File: src/rtl/dff_chain_loader.sv
// Serial-load controller: accepts a parallel word, shifts it LSB-first into an
// external DFF chain with a shift enable, then pulses LOAD and mirrors the word.
module dff_chain_loader #(
  parameter int WIDTH = 8
) (
  input  logic             CLK,
  input  logic             RST,
  input  logic             IN_VALID,
  output logic             IN_READY,
  input  logic [WIDTH-1:0] IN_DATA,
  input  logic             ABORT,
  output logic             SER_D,
  output logic             SER_EN,
  output logic             LOAD,
  output logic             BUSY,
  output logic [WIDTH-1:0] PAR_Q
);

  localparam int CW = $clog2(WIDTH + 1);
  localparam logic [CW-1:0] LAST_CNT = CW'(WIDTH - 1);

  typedef enum logic [1:0] {
    IDLE  = 2'd0,
    SHIFT = 2'd1,
    LATCH = 2'd2
  } state_t;

  state_t           state_q, state_d;
  logic [WIDTH-1:0] shreg_q, shreg_d;
  logic [WIDTH-1:0] hold_q, hold_d;
  logic [WIDTH-1:0] par_q, par_d;
  logic [CW-1:0]    cnt_q, cnt_d;
  logic             ser_d_q, ser_d_d;
  logic             ser_en_q, ser_en_d;
  logic             load_q, load_d;
  logic             busy_q, busy_d;
  logic             accept;

  // Handshake: a word transfers on any rising edge where IN_VALID and IN_READY
  // are both high; IN_READY depends only on state and RST, never on IN_VALID.
  assign IN_READY = (state_q == IDLE) && !RST;
  assign accept   = IN_VALID && IN_READY;

  always_comb begin
    state_d = state_q;
    shreg_d = shreg_q;
    hold_d  = hold_q;
    par_d   = par_q;
    cnt_d   = cnt_q;
    case (state_q)
      IDLE: begin
        if (accept) begin
          shreg_d = IN_DATA;
          hold_d  = IN_DATA;
          cnt_d   = '0;
          state_d = SHIFT;
        end
      end
      SHIFT: begin
        shreg_d = shreg_q >> 1;
        // Abort wins even on the final bit, so no LOAD follows a cancelled shift.
        if (ABORT) begin
          state_d = IDLE;
        end else if (cnt_q == LAST_CNT) begin
          state_d = LATCH;
        end else begin
          cnt_d = cnt_q + 1'b1;
        end
      end
      LATCH: begin
        par_d   = hold_q;
        state_d = IDLE;
      end
      default: state_d = IDLE;
    endcase
    // Outputs are decoded from the next state so they come straight off flops.
    ser_en_d = (state_d == SHIFT);
    ser_d_d  = ser_en_d & shreg_d[0];
    load_d   = (state_d == LATCH);
    busy_d   = (state_d != IDLE);
  end

  always_ff @(posedge CLK) begin
    if (RST) begin
      state_q  <= IDLE;
      shreg_q  <= '0;
      hold_q   <= '0;
      par_q    <= '0;
      cnt_q    <= '0;
      ser_d_q  <= 1'b0;
      ser_en_q <= 1'b0;
      load_q   <= 1'b0;
      busy_q   <= 1'b0;
    end else begin
      state_q  <= state_d;
      shreg_q  <= shreg_d;
      hold_q   <= hold_d;
      par_q    <= par_d;
      cnt_q    <= cnt_d;
      ser_d_q  <= ser_d_d;
      ser_en_q <= ser_en_d;
      load_q   <= load_d;
      busy_q   <= busy_d;
    end
  end

  assign SER_D  = ser_d_q;
  assign SER_EN = ser_en_q;
  assign LOAD   = load_q;
  assign BUSY   = busy_q;
  assign PAR_Q  = par_q;

endmodule

File: config.mk
export PLATFORM = sky130hd
export DESIGN_NAME = dff_chain_loader
export DESIGN_NICKNAME = d
export VERILOG_FILES = /design/src/rtl/dff_chain_loader.sv
export SDC_FILE = /design/constraint.sdc
export NUM_CORES = 1
export LEC_CHECK = 0
export CAP_MARGIN = 20
export CORE_MARGIN = 1
export CORE_UTILIZATION = 32
export DETAILED_ROUTE_END_ITERATION = 8
export MAX_ROUTING_LAYER = met4
export PLACE_DENSITY = 0.57
export SLEW_MARGIN = 0
export SYNTH_ARGS = -nofsm -noshare
export SYNTH_HDL_FRONTEND = slang
export SYNTH_SLANG_ARGS = --single-unit
File: constraint.sdc
create_clock -name CLK -period 1.8 [get_ports CLK]
set_input_delay 0.36 -clock CLK [delete_from_list [all_inputs] [get_ports CLK]]
set_output_delay 0.36 -clock CLK [all_outputs]
set_load 0.005 [all_outputs]
## Word level (Yosys, flattened, before mapping)

Cells that the tools add are included.
W data, S select, Z words.

| operators by class | value |
|---|---|
| divide/modulo/power cells | 0 |
| reduce and logical (&&, ||, !) cells | 9 |
| $add $sub $neg | 1 |
| equality and inequality tests | 8 |
| magnitude comparators | 0 |
| shift operators | 0 |
| muxes and demuxes | 10 |
| multipliers | 0 |
| bitwise gates (word level) | 1 |

Operators with widths:

| kind | number |
|---|---|
| $pmux W8 S2 | 1 |
| $mux W4 | 3 |
| $mux W8 | 1 |
| $pmux W4 S2 | 1 |
| $mux W2 | 3 |
| $ne A2 B2 Y1 const B | 3 |
| $add A4 B1 Y4 const B | 1 |
| $eq A2 B1 Y1 const B | 2 |
| $eq A2 B2 Y1 const B | 2 |
| $eq A4 B3 Y1 const B | 1 |
| $pmux W2 S2 | 1 |
| $reduce_and A2 Y1 | 2 |
| $reduce_and A4 Y1 | 1 |
| $reduce_bool A2 Y1 | 2 |
| $logic_and A1 B1 Y1 | 2 |
| $logic_not A2 Y1 | 1 |
| $and A1 B1 Y1 | 1 |
| $logic_not A1 Y1 | 1 |

| word-level totals | value |
|---|---|
| bits in latches | 0 |
| memory bits (read-only) | 0 |
| output and inout port bits | 13 |
| memories kept | 0 |
| bits in writable memories | 0 |
| input port bits | 12 |
| flip-flop bits (word level) | 34 |
| logic and storage cells | 39 |

## Logic depth before layout (Yosys ltp)

| logic depth | value |
|---|---|
| depth in word-level cells | 7 |
| depth in mapped cells | 6 |
| gate-level depth less buffers | 5 |

## Worst setup path after synthesis

No wires, ideal clock.

| timing path | value |
|---|---|
| path kind | input -> register |
| from | input port RST |
| to | register shreg_q[1] |
| path buffers | 2 |
| cell stages on the path | 6 |
| required time | 1.668 ns |
| setup time | 0.132 ns |
| data arrival time | 1.220 ns |
| setup slack | 0.447 ns |
| path through | buf_2 -> nor4b_2 -> buf_2 -> nor2_1 -> nand2_1 -> a21oi_1 |

| between the ends | value |
|---|---|
| word-level cells in the longest chain between the ends | 5 |

Ends and longest elaborated chain:

| what | RTL line | text |
|---|---|---|
| from (decl) | 7 | `input logic RST,` |
| $logic_not A1 Y1 | 41 | `assign IN_READY = (state_q == IDLE) && !RST;` |
| $logic_and A1 B1 Y1 | 41 |  |
| $logic_and A1 B1 Y1 | 42 | `assign accept = IN_VALID && IN_READY;` |
| $ne A2 B2 Y1 (no source line) | n/a |  |
| $reduce_and A2 Y1 (no source line) | n/a |  |
| to (signal assigned) | 96 | `shreg_q <= shreg_d;` |
| to (decl) | 29 | `logic [WIDTH-1:0] shreg_q, shreg_d;` |

Several ways; a longest one is shown, not always the timed one.
A chain may end at the register's enable or synchronous reset.

## Worst setup path in the final report

| timing path | value |
|---|---|
| from | register state_q[0] |
| to | output port IN_READY |

| between the ends | value |
|---|---|
| word-level cells in the longest chain between the ends | 2 |

Ends and longest elaborated chain:

| what | RTL line | text |
|---|---|---|
| from (decl) | 28 | `state_t state_q, state_d;` |
| from (signal assigned) | 95 | `state_q <= state_d;` |
| $logic_not A2 Y1 | 41 |  |
| $logic_and A1 B1 Y1 | 41 |  |
| to (decl) | 9 | `output logic IN_READY,` |

Every way passes these cells.

==> flow_summary.ini <==
[critical_path]
crit_chain = nor3_2 -> clkdlybuf4s50_1
max_stage_delay_ns = 0.52
reg2reg_depth = 3
crit_family = buffers and inverters
rrSetupSlack_ns = 0.36
critPathKind = reg2out
r2r_start = state_q[0]$_SDFF_PP0_
rr_endpoint = shreg_q[7]$_SDFFE_PP0P_
path_max_fanout = 9
path_buf_inv = 1
cp.required_ns = 1.44
crit_path_start_kind = register
critPathSlowestCell = clkdlybuf4s50_1
cp.arrival_ns = 1.35
worstSetupEndpointType = output pin

[global_route]
antenna_found_initial = 0
grt_max_degree = 16
first_global_vias = 927
grt_pass1_wl_mm = 4.340
grt-ovfl-total = 0
grt_use_total = 0.1368

[sta]
tns_ns = 0
hold_viol_final = 0
slew_headroom = 0.6683
setup_viol = 0
finalClockSkew_ns = 0.004443
slew_viol_final = 0
period_share = 0.9514
rsz0062_at_grt = false
fmax_ghz = 0.5840
timing.hold.ws_ns = 0.4562
layout_min_cycle_time_ns = 1.712
tightestPinTransition_ns = 0.4957

[layout]
nets = 168
diodes = 0
multi_input_area_um2 = 550.5
final_common_cell = dfxtp_1
synthToLayoutAreaGrowth_pct = 36.77
fill_cells = 368
final_cell_mix = dfxtp_1 (33), clkdlybuf4s50_1 (23), nor2_1 (12)
final_layout_size_suffix_gt1_frac = 0.1282
ff_latch_area_um2 = 681.9

[floorplan]
ios = 25
core_area_um2 = 3716
die_width_um = 64.81
start_util = 0.3397
num_rows = 22
design.die.area_um2 = 4200
die_h_um = 64.81

[detailed_routing]
drc = 0
routedWlPerCell_um = 12.17
viasPerCell = 4.657
antenna_left = 0
drt_wl_total_mm = 2.483
num_vias = 950
drt_pass1_iterations = 4
drt-initial-drc-count = 42

[clocking]
clock_sinks = 34
holdBufCountCts = 0
clk_path_buf_depth = 2
clock-root-buffer = clkbuf_8
clk_latency_ns = 0.27
cts_buffers = 5
clk_pin_slew_worst_paths_ns = 0.07
htreeDepth = 2
cts_tree = yes

[yosys]
syn_area_um2 = 1262
syn-mean-instance-area_um2 = 10.10
syn_inst = 125
synth_cell_type_count = 28
ys_ff_latch = 34
synth_warnings = 0
syn_nets = 138
yosysSeqAreaShare = 0.5391

[pwr]
p_per_area_nw_per_um2 = 1025
p_leak_nw = 0.6969
power.total_mw = 1.769
ir_drop_mv = 0.3347

[worst_hold_path]
min_to = shreg_q[1]$_SDFFE_PP0P_
holdPathStages = 2
hold_path.startpoint = shreg_q[1]$_SDFFE_PP0P_
hp-class = reg2reg

[outcome]
status = completed

[placed_design]
numPortBuffers = 24
finalWeightedCongestion = 0.7774
hpwl_mm = 1.869

[flow_run]
cap_violations = 0
## kinds of logic (layout without fill, tap and decap cells)
group | Yosys count | count (layout) | share of synthesized area
DFF | 34 | 34 | 0.5391
and+or+nand+nor | 45 | 45 | 0.1942
adders and majority gates | 1 | 1 | 0.009909
buffers and inverters | 8 | 39 | 0.02874
muxes | 9 | 9 | 0.07136
AOI/OAI and AO/OA | 26 | 26 | 0.1427
xor gates and xnor gates | 2 | 2 | 0.01388
## synthesized netlist by cell type
master / n / share of area
nor2_1: 12 / 0.036
nor3_1: 3 / 0.012
a22o_1: 7 / 0.049
o311ai_0: 1 / 0.0069
nand3b_1: 2 / 0.012
or2_1: 1 / 0.0050
nand2_2: 1 / 0.0050
and2_1: 1 / 0.0050
xor2_1: 2 / 0.014
dfxtp_1: 34 / 0.54
clkbuf_1: 2 / 0.0059
and3_1: 1 / 0.0050
nand3_1: 5 / 0.020
ha_1: 1 / 0.0099
nand2b_1: 4 / 0.020
mux2i_1: 9 / 0.071
buf_2: 5 / 0.020
nor2b_1: 2 / 0.0099
o21ai_0: 1 / 0.0040
nand2_1: 8 / 0.024
nor3b_4: 1 / 0.015
nor4b_2: 1 / 0.012
a32o_1: 1 / 0.0079
buf_1: 1 / 0.0030
a21oi_1: 10 / 0.040
or3_1: 1 / 0.0050
a22oi_1: 6 / 0.036
nor4_1: 2 / 0.0099
## routing by layer
| layer | vias to the layer above | wire length, um | track usage |
|---|---|---|---|
| li1 | 508 | - | - |
| met1 | 424 | 1235 | 0.1846 |
| met2 | 16 | 1140 | 0.2044 |
| met3 | 2 | 91 | 0.03345 |
| met4 | 0 | 16 | 0.03333 |
| met5 | - | 0 | - |
## sequential cells by signal (all words and copies together) (netlist names)
name / count
shreg_q: 8
LOAD: 1
PAR_Q: 8
hold_q: 8
state_q: 2
SER_EN: 1
BUSY: 1
SER_D: 1
cnt_q: 4
## worst min-delay path, cell delays in order (launching register included)
cell,delay (ns)
dfxtp_1,0.31
nand2_1,0.05
a21oi_1,0.05
## cell type report
| cell class | instances | area share |
|---|---|---|
| clock buffer | 6 | 0.04783 |
| clock inverter | 2 | 0.03478 |
| multi-input combinational | 83 | 0.3188 |
| sequential | 34 | 0.3949 |
| tap | 48 | 0.03478 |
| timing repair buffer | 31 | 0.1688 |
## through the flow
step,utilization,setup WS (ns),instances,instance area [um^2]
detailed placement,0.4249,-0.1356,196,1579
global placement,0.4249,-0.1501,196,1579
global route,0.4646,0.01778,204,1727
finish,0.4646,0.08753,204,1727
floorplan,-,0.4473,125,1262
CTS,0.4643,0.008205,204,1725
## where the power goes
part | internal (mW) | switching (mW) | total, mW
registers | 0.781 | 0.0168 | 0.798
clock network | 0.590 | 0.260 | 0.851
logic | 0.0649 | 0.0553 | 0.120
total | 1.44 | 0.332 | 1.77
## worst max path at each step
stage               slack (ns)  depth (start not counted)                  start                 endpoint
floorplan                 0.45                          6                    RST  shreg_q[1]$_SDFFE_PP0P_
CTS                      0.008                          2  state_q[0]$_SDFF_PP0_                 IN_READY
detailed placement       -0.14                          3                    RST                 IN_READY
global placement         -0.15                          3                    RST                 IN_READY
finish                    0.09                          2  state_q[0]$_SDFF_PP0_                 IN_READY
global route              0.02                          2  state_q[0]$_SDFF_PP0_                 IN_READY
## what timing repair did
action                     in CTS  in global routing
buffers inserted                0                  0
setup endpoints to repair       1                  1
gates resized for setup         2                  1
(Power assumes the default switching activity.)
